$ cat config.mk
export PLATFORM = sky130hd
export DESIGN_NAME = gpio_irq_sched
export DESIGN_NICKNAME = d
export VERILOG_FILES = /design/src/rtl/gpio_irq_pkg.sv /design/src/rtl/gpio_rr_arb.sv /design/src/rtl/gpio_irq_sched.sv
export SDC_FILE = /design/constraint.sdc
export NUM_CORES = 1
export LEC_CHECK = 0
export BUFFER_PORTS_ARGS = -buffer_cell sky130_fd_sc_hd__buf_2
export CAP_MARGIN = 20
export CELL_PAD_IN_SITES_DETAIL_PLACEMENT = 0
export CELL_PAD_IN_SITES_GLOBAL_PLACEMENT = 2
export CORE_AREA = 3 3 173 175
export DETAILED_ROUTE_END_ITERATION = 7
export DIE_AREA = 0 0 176 178
export PLACE_DENSITY = 0.73
export SLEW_MARGIN = 20
export SYNTH_ARGS = -nofsm -noshare
export SYNTH_HDL_FRONTEND = slang
export SYNTH_SLANG_ARGS = --single-unit
export TNS_END_PERCENT = 20
$ cat constraint.sdc
create_clock -name pclk -period 9 [get_ports pclk]
set_clock_uncertainty 0.1 [all_clocks]
set_input_delay 0.9 -clock pclk [delete_from_list [all_inputs] [get_ports pclk]]
set_output_delay 0.9 -clock pclk [all_outputs]
set_load 0.005 [all_outputs]
$ cat src/rtl/gpio_irq_pkg.sv
// Shared types and defaults for the GPIO interrupt scheduler.
package gpio_irq_pkg;

  localparam int unsigned PIN_NUM_DEF = 32;

  typedef enum logic [1:0] {
    ST_IDLE  = 2'd0,
    ST_ARB   = 2'd1,
    ST_OFFER = 2'd2,
    ST_SERVE = 2'd3
  } state_e;

endpackage

$ cat src/rtl/gpio_rr_arb.sv
// Combinational round-robin picker: lowest requesting index at or after ptr, with wrap.
module gpio_rr_arb
  import gpio_irq_pkg::*;
#(
  parameter int unsigned PIN_NUM = PIN_NUM_DEF,
  parameter int unsigned ID_W    = $clog2(PIN_NUM)
) (
  input  logic [PIN_NUM-1:0] req_i,
  input  logic [ID_W-1:0]    ptr_i,
  output logic [ID_W-1:0]    gnt_id_o,
  output logic               gnt_vld_o
);

  localparam int unsigned SW = ID_W + 1;

  logic [SW-1:0]   sum;
  logic [ID_W-1:0] idx;

  // Walk indices ptr, ptr+1, ... modulo PIN_NUM; first hit wins.
  always_comb begin
    gnt_id_o  = '0;
    gnt_vld_o = 1'b0;
    sum       = '0;
    idx       = '0;
    for (int unsigned i = 0; i < PIN_NUM; i++) begin
      sum = {1'b0, ptr_i} + SW'(i);
      if (sum >= SW'(PIN_NUM)) begin
        sum = sum - SW'(PIN_NUM);
      end
      idx = sum[ID_W-1:0];
      if (!gnt_vld_o && req_i[idx]) begin
        gnt_vld_o = 1'b1;
        gnt_id_o  = idx;
      end
    end
  end

endmodule

$ cat src/rtl/gpio_irq_sched.sv
// GPIO interrupt scheduler: pending capture, round-robin offer, claim/serve handshake.
module gpio_irq_sched
  import gpio_irq_pkg::*;
#(
  parameter int unsigned PIN_NUM = PIN_NUM_DEF,
  parameter int unsigned ID_W    = $clog2(PIN_NUM)
) (
  input  logic               pclk,
  input  logic               preset,
  input  logic [PIN_NUM-1:0] trg_i,
  input  logic [PIN_NUM-1:0] mask_i,
  output logic               irq_o,
  output logic               id_valid_o,
  input  logic               id_ready_i,
  output logic [ID_W-1:0]    irq_id_o,
  input  logic               done_i,
  output logic [PIN_NUM-1:0] pend_o,
  output logic               busy_o
);

  state_e             state_q, state_d;
  logic [PIN_NUM-1:0] pend_q, pend_d, clr;
  logic [ID_W-1:0]    ptr_q, ptr_d;
  logic [ID_W-1:0]    id_q, id_d;
  logic               irq_q, irq_d;
  logic               busy_q, busy_d;
  logic [ID_W-1:0]    gnt_id;
  logic               gnt_vld;

  gpio_rr_arb #(
    .PIN_NUM (PIN_NUM),
    .ID_W    (ID_W)
  ) u_arb (
    .req_i     (pend_q & mask_i),
    .ptr_i     (ptr_q),
    .gnt_id_o  (gnt_id),
    .gnt_vld_o (gnt_vld)
  );

  always_ff @(posedge pclk or posedge preset) begin
    if (preset) begin
      state_q <= ST_IDLE;
      pend_q  <= '0;
      ptr_q   <= '0;
      id_q    <= '0;
      irq_q   <= 1'b0;
      busy_q  <= 1'b0;
    end else begin
      state_q <= state_d;
      pend_q  <= pend_d;
      ptr_q   <= ptr_d;
      id_q    <= id_d;
      irq_q   <= irq_d;
      busy_q  <= busy_d;
    end
  end

  always_comb begin
    state_d = state_q;
    id_d    = id_q;
    ptr_d   = ptr_q;
    clr     = '0;
    case (state_q)
      ST_IDLE: begin
        id_d = '0;
        if (|(pend_q & mask_i)) begin
          state_d = ST_ARB;
        end
      end
      ST_ARB: begin
        // Mask may have dropped since IDLE; never offer a pin that is not requesting.
        if (gnt_vld) begin
          state_d = ST_OFFER;
          id_d    = gnt_id;
        end else begin
          state_d = ST_IDLE;
          id_d    = '0;
        end
      end
      ST_OFFER: begin
        if (id_ready_i) begin
          state_d    = ST_SERVE;
          clr[id_q]  = 1'b1;
          ptr_d      = (id_q == ID_W'(PIN_NUM - 1)) ? '0 : id_q + ID_W'(1);
        end else if (!mask_i[id_q]) begin
          state_d = ST_IDLE;
          id_d    = '0;
        end
      end
      ST_SERVE: begin
        if (done_i) begin
          state_d = ST_IDLE;
          id_d    = '0;
        end
      end
      default: begin
        state_d = ST_IDLE;
        id_d    = '0;
      end
    endcase
    // A trigger in the claim cycle re-sets the bit being cleared.
    pend_d = (pend_q & ~clr) | trg_i;
    irq_d  = (state_d == ST_OFFER);
    busy_d = (state_d == ST_SERVE);
  end

  assign irq_o      = irq_q;
  assign id_valid_o = irq_q;
  assign busy_o     = busy_q;
  assign irq_id_o   = id_q;
  assign pend_o     = pend_q;

endmodule
==> results of run 1 <==
==> sequential cells by signal, summed over array words and instances (netlist names) <==
register and cells:
busy_o 1, id_valid_o 1, irq_id_o 5, pend_o 32
ptr_q 5, state_q 2
==> how the worst min path moves through the flow <==
| stage | depth (start not counted) | to | slack, ns | from |
|---|---|---|---|---|
| after floorplan | 1 | pend_o[0]$_DFF_PP0_ | 0.43 | pend_o[0]$_DFF_PP0_ |
| after global placement | 1 | pend_o[0]$_DFF_PP0_ | 0.43 | pend_o[0]$_DFF_PP0_ |
| after detailed placement | 1 | pend_o[0]$_DFF_PP0_ | 0.44 | pend_o[0]$_DFF_PP0_ |
| after CTS | 1 | pend_o[0]$_DFF_PP0_ | 0.46 | pend_o[0]$_DFF_PP0_ |
| after global routing | 1 | pend_o[0]$_DFF_PP0_ | 0.50 | pend_o[0]$_DFF_PP0_ |
| final | 1 | pend_o[0]$_DFF_PP0_ | 0.47 | pend_o[0]$_DFF_PP0_ |
==> synth_stat cells (all sizes together), types with 12 or more instances <==
library cell	instances
a21o	21
o22ai	13
o21a	29
xnor2	25
nand3	73
and2	20
mux4	63
nand3b	12
o2111ai	28
mux2i	28
dfrtp	46
o21ai	88
nand2b	29
nor3	19
a21oi	46
nand4	31
and4	14
inv	17
nand4b	14
nand2	115
o211ai	18
ha	17
clkbuf	35
nor2	65
buf	30
==> area by class of cell <==
type	instances	area [µm²]	share of cell area (%)
Multi-Input combinational cell	942	7220	73.9
Clock buffer	5	125	1.28
Inverter	19	72.6	0.743
Sequential cell	46	1160	11.8
Clock inverter	3	26.3	0.269
Timing Repair Buffer	128	693	7.09
Tap cell	384	480	4.92
==> metal layers <==
layer / up-vias / routed length, µm / part of all wire, % / global-route usage (%)
met5: - / 0 / 0 / 0
li1: 4388 / - / - / -
met3: 65 / 3730 / 9.0 / 5.32
met1: 4839 / 17400 / 42 / 35.0
met4: 0 / 1480 / 3.6 / 8.91
met2: 479 / 18800 / 45 / 42.1
==> metrics by stage <==
step	instances	hold slack [ns]	cell area, µm²	setup WS [ns]	util (%)
floorplan	1072	0.429	8760	3.32	-
detailed placement	1519	0.439	9620	2.92	33.6
CTS	1527	0.456	9770	2.88	34.1
global route	1527	0.502	9770	2.54	34.1
global placement	1519	0.434	9620	3.00	33.6
finish	1527	0.466	9770	2.73	34.1
==> kinds of logic after synthesis <==
group	after synthesis	synth area share (%)
fa+ha+maj	17	2.43
compound gates	341	27.1
xor+xnor	32	3.67
flops	46	13.1
simple gates	453	28.7
buf+inv	84	4.42
mux	99	20.6
==> reports/summary.txt, run 1 <==
Post-CTS Setup Repair Bufs = 0
Hold Buf Count CTS = 0
Synth area leader = mux4_2
CP top delay family = simple AND/OR/NAND/NOR gates
Num CTS Buffers = 5
Worst Reg-to-Reg Cells = 14
die footprint = 31300 µm²
Max stage delay cell, worst path = ha_1
Vert. Die Dim = 178 µm
Worst Path Required = 9.11 ns
DR pass1 iterations = 6
Nets = 1227
Worst-Skew Late Latency = 0.31 ns
grt ovf = 0
WP depth = 14
first-pass GRT wire length = 61700 µm
Synth top area share = 15.4%
#FFs+latches synth = 46
Top FF cell, synth = dfrtp_1
Worst-path clk slew = 0.08 ns
CORE AREA = 28600 µm²
Worst slew margin = 35.0%
initial antenna violation count = 2
Syn Nets = 1157
Synth Cell Area = 8760 µm²
worst min-delay path category = flip-flop to flip-flop
Post-synth EDFFs = 0
I/O Buffers = 107
worst-path cell chain = inv_1 > ha_1 > xor2_2 > buf_4 > o2111ai_1 > and4_1 > mux4_2 > a2111oi_4 > nand3_4 > or4_4 > nor3_4 > a31oi_1 > or2_1 > nor2b_1
Worst-Margin Slew = 0.974 ns
Layout area overhead = 11.6%
# DRC = 0
commonest non-fill, non-tap cell in the layout = nand2_1
Clock Tree Root = clkbuf_16
CP Launch Type = flip-flop
vias in the first global route = 9460
CP max FO = 51
Vias/cell = 6.40
ant diodes = 0
count of pins over their slew limit = 0
Initial Utilization = 30.6%
worst reg2reg startpoint = ptr_q[0]$_DFFE_PP0P_
Setup TNS Final = 0 ns
layout cells sized above 1 = 20.8%
Post-DRT Antenna Nets = 0
crit path to = id_valid_o$_DFF_PP0_
num rows = 62
Post-CTS Resized = 0
pin count of the biggest net entering global routing = 109
synthesis warning total = 0
CTS Sinks = 46
syn avg cell area = 8.17 µm²
GRT Util Overall = 26.1%
share of the cycle needed by the critical path after routing = 69.7%
dpl hpwl = 33000 µm
Synth cell types = 96
Synth area leaders = mux4_2 15%, dfrtp_1 13%, nand2_1 4.9%
CP bufs+invs = 2
TritonCTS clock tree = yes
min Tclk post-route = 6.27 ns
outcome = completed
DRT Wirelength = 41400 µm
Largest stage delay, worst path = 0.73 ns
worst endpoint data arrival time = 6.38 ns
RSZ-0062 raised after global routing = no
reg2reg end = id_valid_o$_DFF_PP0_
worst reg2reg setup slack = 2.73 ns
buffer depth of the longest clock path = 2
part of the Yosys area used for sequential elements = 13.1%
via count = 9771
io pins = 108
Fillers = 3099
Placer Congestion = 0.950
Crit. End Element = flip-flop
final hold vios = 0
CP startpoint = ptr_q[0]$_DFFE_PP0P_
1st-iter DRT viols = 1195
FMAX = 159 MHz
CTS H-tree depth = 2
cells after synthesis = 1072
# setup viols final = 0
share of synthesized registers carrying an async set or reset = 100%
Max-Cap Viols = 0
commonest cells after routing, fill and taps aside = 115 x nand2_1, 107 x buf_2, 80 x o21ai_0, 70 x nand3_1, 65 x nor2_1
Wirelength per Cell = 27.1 µm
Die Width = 176 µm
Crit Path Class = flip-flop to flip-flop
Power of run 1 is not shown: default switching activity piles up to over one toggle a cycle in this logic, so the estimate is an artifact.
==> run 2, diff against run 1 <==
==> constraint.sdc (replaced) <==
create_clock -name pclk -period 6.3 [get_ports pclk]
set_clock_uncertainty 0.1 [all_clocks]
set_input_delay 0.63 -clock pclk [delete_from_list [all_inputs] [get_ports pclk]]
set_output_delay 0.63 -clock pclk [all_outputs]
set_load 0.005 [all_outputs]
==> run 2 against run 1 <==
Net effect: routed wire length grew 2.8%; via count up 2.1%; maximum frequency is 17% higher; largest cell class unchanged.
==> reports/summary.txt, run 2 (synthesized netlist as in run 1, its figures left out) <==
FMAX = 187 MHz
max reg flops = 32
num rows = 62
RSZ-0062 raised after global routing = no
min Tclk post-route = 5.35 ns
Min Hold Slack = 0.360 ns
final hold vios = 0
Vert. Die Dim = 178 µm
Worst-path clk slew = 0.07 ns
count of pins over their slew limit = 0
Setup TNS Final = 0 ns
# setup viols final = 0
CP Launch Type = flip-flop
CTS Sinks = 46
Vias/cell = 6.42
vias in the first global route = 9671
CTS H-tree depth = 2
CORE AREA = 28600 µm²
Clock Tree Root = clkbuf_16
Hold Buf Count CTS = 0
dpl hpwl = 34500 µm
Worst Path Required = 6.39 ns
commonest non-fill, non-tap cell in the layout = nand2_1
Max-Cap Viols = 0
CP startpoint = ptr_q[0]$_DFFE_PP0P_
Die Width = 176 µm
commonest cells after routing, fill and taps aside = 115 x nand2_1, 107 x buf_2, 80 x o21ai_0, 70 x nand3_1, 65 x nor2_1
Post-DRT Antenna Nets = 0
# DRC = 0
share of the cycle needed by the critical path after routing = 85.0%
layout cells sized above 1 = 22.6%
I/O Buffers = 107
Crit. End Element = flip-flop
Wirelength per Cell = 27.4 µm
Num CTS Buffers = 5
worst endpoint data arrival time = 5.45 ns
pin count of the biggest net entering global routing = 93
CP max FO = 92
TritonCTS clock tree = yes
DR pass1 iterations = 6
GRT Util Overall = 27.1%
Nets = 1254
io pins = 108
ant diodes = 0
die footprint = 31300 µm²
worst min-delay path category = input pin to async pin
Worst-Margin Slew = 0.958 ns
Placer Congestion = 0.989
outcome = completed
Post-CTS Setup Repair Bufs = 0
1st-iter DRT viols = 1214
DRT Wirelength = 42600 µm
Layout area overhead = 13.9%
worst reg2reg startpoint = ptr_q[0]$_DFFE_PP0P_
grt ovf = 0
Worst slew margin = 34.3%
Crit Path Class = flip-flop to flip-flop
initial antenna violation count = 0
buffer depth of the longest clock path = 2
Post-CTS Resized = 0
Worst-Skew Late Latency = 0.31 ns
via count = 9974
first-pass GRT wire length = 64200 µm
Initial Utilization = 30.6%
-- run 2: cell count changes in the layout (fill, tap and decap cells not counted), sizes merged --
| cell | delta |
|---|---|
| buf | +27 |
-- run 2: per-layer routing --
| layer | global-route usage (%) | vias up | routed length [µm] |
|---|---|---|---|
| li1 | - | 4442 | - |
| met1 | 38.4 | 4970 | 18400 |
| met2 | 43.6 | 499 | 19600 |
| met3 | 3.81 | 63 | 3490 |
| met4 | 7.03 | 0 | 1110 |
| met5 | 0 | - | 0 |
-- run 2: stage by stage --
stage / area (µm²) / cells / utilization, % / setup slack, ns
floorplan: 8760 / 1072 / - / 0.623
global placement: 9820 / 1546 / 34.3 / 1.06
detailed placement: 9820 / 1546 / 34.3 / 1.03
CTS: 9970 / 1554 / 34.8 / 1.01
global route: 9980 / 1554 / 34.9 / 0.674
finish: 9980 / 1554 / 34.9 / 0.946
-- run 2: worst paths after layout --
path / slack, ns / end / cells after the start
setup reg to reg: 0.95 / id_valid_o$_DFF_PP0_ / 11
setup / recovery: 0.95 / id_valid_o$_DFF_PP0_ / 11
min in group pclk: 0.40 / pend_o[11]$_DFF_PP0_ / 2
max in group asynchronous: 5.16 / ptr_q[0]$_DFFE_PP0P_ / 2
hold reg to reg: 0.46 / pend_o[2]$_DFF_PP0_ / 1
hold / removal: 0.36 / ptr_q[3]$_DFFE_PP0P_ / 2
-- run 2: area by class of cell --
cell class | count | area (µm²)
Inverter | 19 | 72.6
Fill cell | 3039 | 18600
Multi-Input combinational cell | 942 | 7220
Sequential cell | 46 | 1160
Tap cell | 384 | 480
Clock inverter | 3 | 26.3
Clock buffer | 5 | 125
Timing Repair Buffer | 155 | 896
-- run 2: worst max-delay path, cell delays in order, from the launching register on --
cell	delay, ns
dfrtp_4	0.51
buf_4	0.68
o21ai_0	0.38
mux4_2	0.60
mux4_2	0.65
a2111oi_4	0.33
nand3_4	0.19
or4_4	0.65
nor3_4	0.43
a31oi_1	0.26
or2_1	0.30
nor2b_1	0.14
Power of run 2 is left out for the same reason.
==> run 3, diff against run 2 <==
--- a/config.mk
+++ b/config.mk
@@ -12,7 +12,7 @@
 export CORE_AREA = 3 3 173 175
 export DETAILED_ROUTE_END_ITERATION = 7
 export DIE_AREA = 0 0 176 178
-export PLACE_DENSITY = 0.73
+export PLACE_DENSITY = 0.76
 export SLEW_MARGIN = 20
 export SYNTH_ARGS = -nofsm -noshare
 export SYNTH_HDL_FRONTEND = slang
==> constraint.sdc (replaced) <==
create_clock -name pclk -period 4.5 [get_ports pclk]
set_clock_uncertainty 0.1 [all_clocks]
set_input_delay 0.45 -clock pclk [delete_from_list [all_inputs] [get_ports pclk]]
set_output_delay 0.45 -clock pclk [all_outputs]
set_load 0.005 [all_outputs]
==> run 3 against run 2 <==
Net effect: the run now ends with negative setup slack left; worst hold slack lost 0.17 ns; maximum frequency grew 18%; critical path depth grew 4; via count grew 6.7%; sequential share of layout area shrank 1.6 points; core utilization grew 5.6 points; worst setup slack lost 0.97 ns; global-route usage grew 2.2 points; routed wire length grew 8.9%; critical endpoint is now irq_id_o[3]$_DFFE_PP0P_; largest cell class unchanged.
==> reports/summary.txt, run 3 (synthesized netlist as in run 1, its figures left out) <==
outcome = finished, violations left
violated checks = negative setup slack
commonest cells after routing, fill and taps aside = 200 x buf_4, 115 x nand2_1, 107 x buf_2, 77 x o21ai_0, 66 x nand3_1
1st-iter DRT viols = 1118
count of pins over their slew limit = 0
fin worst setup slack = -0.0255 ns
Max-Cap Viols = 0
CTS Sinks = 46
# setup viols final = 2
CP startpoint = ptr_q[0]$_DFFE_PP0P_
Crit. End Element = flip-flop
Layout area overhead = 32.2%
# DRC = 0
CP Launch Type = flip-flop
first-pass GRT wire length = 68800 µm
Num CTS Buffers = 5
CTS H-tree depth = 2
num rows = 62
TritonCTS clock tree = yes
Placer Congestion = 0.982
Worst slew margin = 41.9%
grt ovf = 0
Clock Tree Root = clkbuf_16
Min Hold Slack = 0.194 ns
Vias/cell = 6.18
Worst-path clk slew = 0.07 ns
max reg flops = 32
share of the cycle needed by the critical path after routing = 101%
worst reg2reg startpoint = ptr_q[0]$_DFFE_PP0P_
Crit Path Class = flip-flop to flip-flop
CORE AREA = 28600 µm²
vias in the first global route = 10.4k
Nets = 1423
Post-DRT Antenna Nets = 0
final hold vios = 0
worst min-delay path category = input pin to async pin
Worst-Skew Late Latency = 0.31 ns
I/O Buffers = 107
Wirelength per Cell = 26.9 µm
Hold Buf Count CTS = 0
buffer depth of the longest clock path = 2
ant diodes = 0
Vert. Die Dim = 178 µm
layout cells sized above 1 = 34.4%
Worst-Margin Slew = 0.871 ns
CP max FO = 25
via count = 10.6k
worst reg2reg setup slack = -0.03 ns
pin count of the biggest net entering global routing = 47
DR pass1 iterations = 5
Worst Path Required = 4.59 ns
RSZ-0062 raised after global routing = yes
dpl hpwl = 38700 µm
Initial Utilization = 30.6%
FMAX = 221 MHz
Die Width = 176 µm
DRT Wirelength = 46400 µm
initial antenna violation count = 0
io pins = 108
GRT Util Overall = 29.3%
min Tclk post-route = 4.53 ns
commonest non-fill, non-tap cell in the layout = buf_4
die footprint = 31300 µm²
worst endpoint data arrival time = 4.61 ns
run 3: layout make-up:
class | count | area (µm²)
Multi-Input combinational cell | 942 | 7380
Sequential cell | 46 | 1160
Clock inverter | 3 | 25.0
Timing Repair Buffer | 324 | 2330
Fill cell | 3043 | 17000
Inverter | 19 | 83.8
Clock buffer | 5 | 125
Tap cell | 384 | 480
run 3: worst max-delay path: stages (launching register included):
cell and delay, ns:
dfrtp_4 0.48, buf_6 0.16, buf_4 0.22, or4bb_1 0.50, and4_1 0.32, mux2_2 0.34, mux4_2 0.54, nor3b_1 0.18
nand4_1 0.17, buf_4 0.16, nor4_4 0.05, and4b_1 0.26, a2111o_1 0.39, a211o_1 0.28, nor3_1 0.18, nor2_1 0.07
run 3: metal layers:
| layer | share of wire [%] | GRT usage [%] |
|---|---|---|
| met1 | 45 | 41.3 |
| met2 | 45 | 47.0 |
| met3 | 7.1 | 3.77 |
| met4 | 3.6 | 8.81 |
| met5 | 0 | 0 |
run 3: metrics by stage:
stage	TNS, ns	std cells	worst slack (ns)	area (µm²)	utilization [%]
2_1_floorplan	-0.918	1072	-0.224	8910	-
3_3_place_gp	-0.302	1704	-0.175	11200	39.1
3_5_place_dp	-0.505	1704	-0.136	11200	39.1
4_1_cts	0	1718	0.0109	11500	40.0
5_1_grt	-0.575	1723	-0.154	11600	40.5
6_report	-0.0447	1723	-0.0255	11600	40.5
run 3: path summary, 6_finish.rpt:
check                           cells after the start                      end
max in group asynchronous                           2     ptr_q[0]$_DFFE_PP0P_
worst max-delay path                               15  irq_id_o[3]$_DFFE_PP0P_
worst min-delay path                                2      pend_o[3]$_DFF_PP0_
worst max register to register                     15  irq_id_o[3]$_DFFE_PP0P_
worst min register to register                      1      pend_o[7]$_DFF_PP0_
min in group pclk                                   2      pend_o[9]$_DFF_PP0_
run 3: repair_timing:
| action | 4_1_cts | 5_1_grt |
|---|---|---|
| setup buffers | 6 | 4 |
| setup endpoints to repair | 6 | 6 |
| gates cloned | 0 | 1 |
| resized for setup | 12 | 19 |
| pin swaps | 4 | 6 |
Power of run 3 is left out for the same reason.
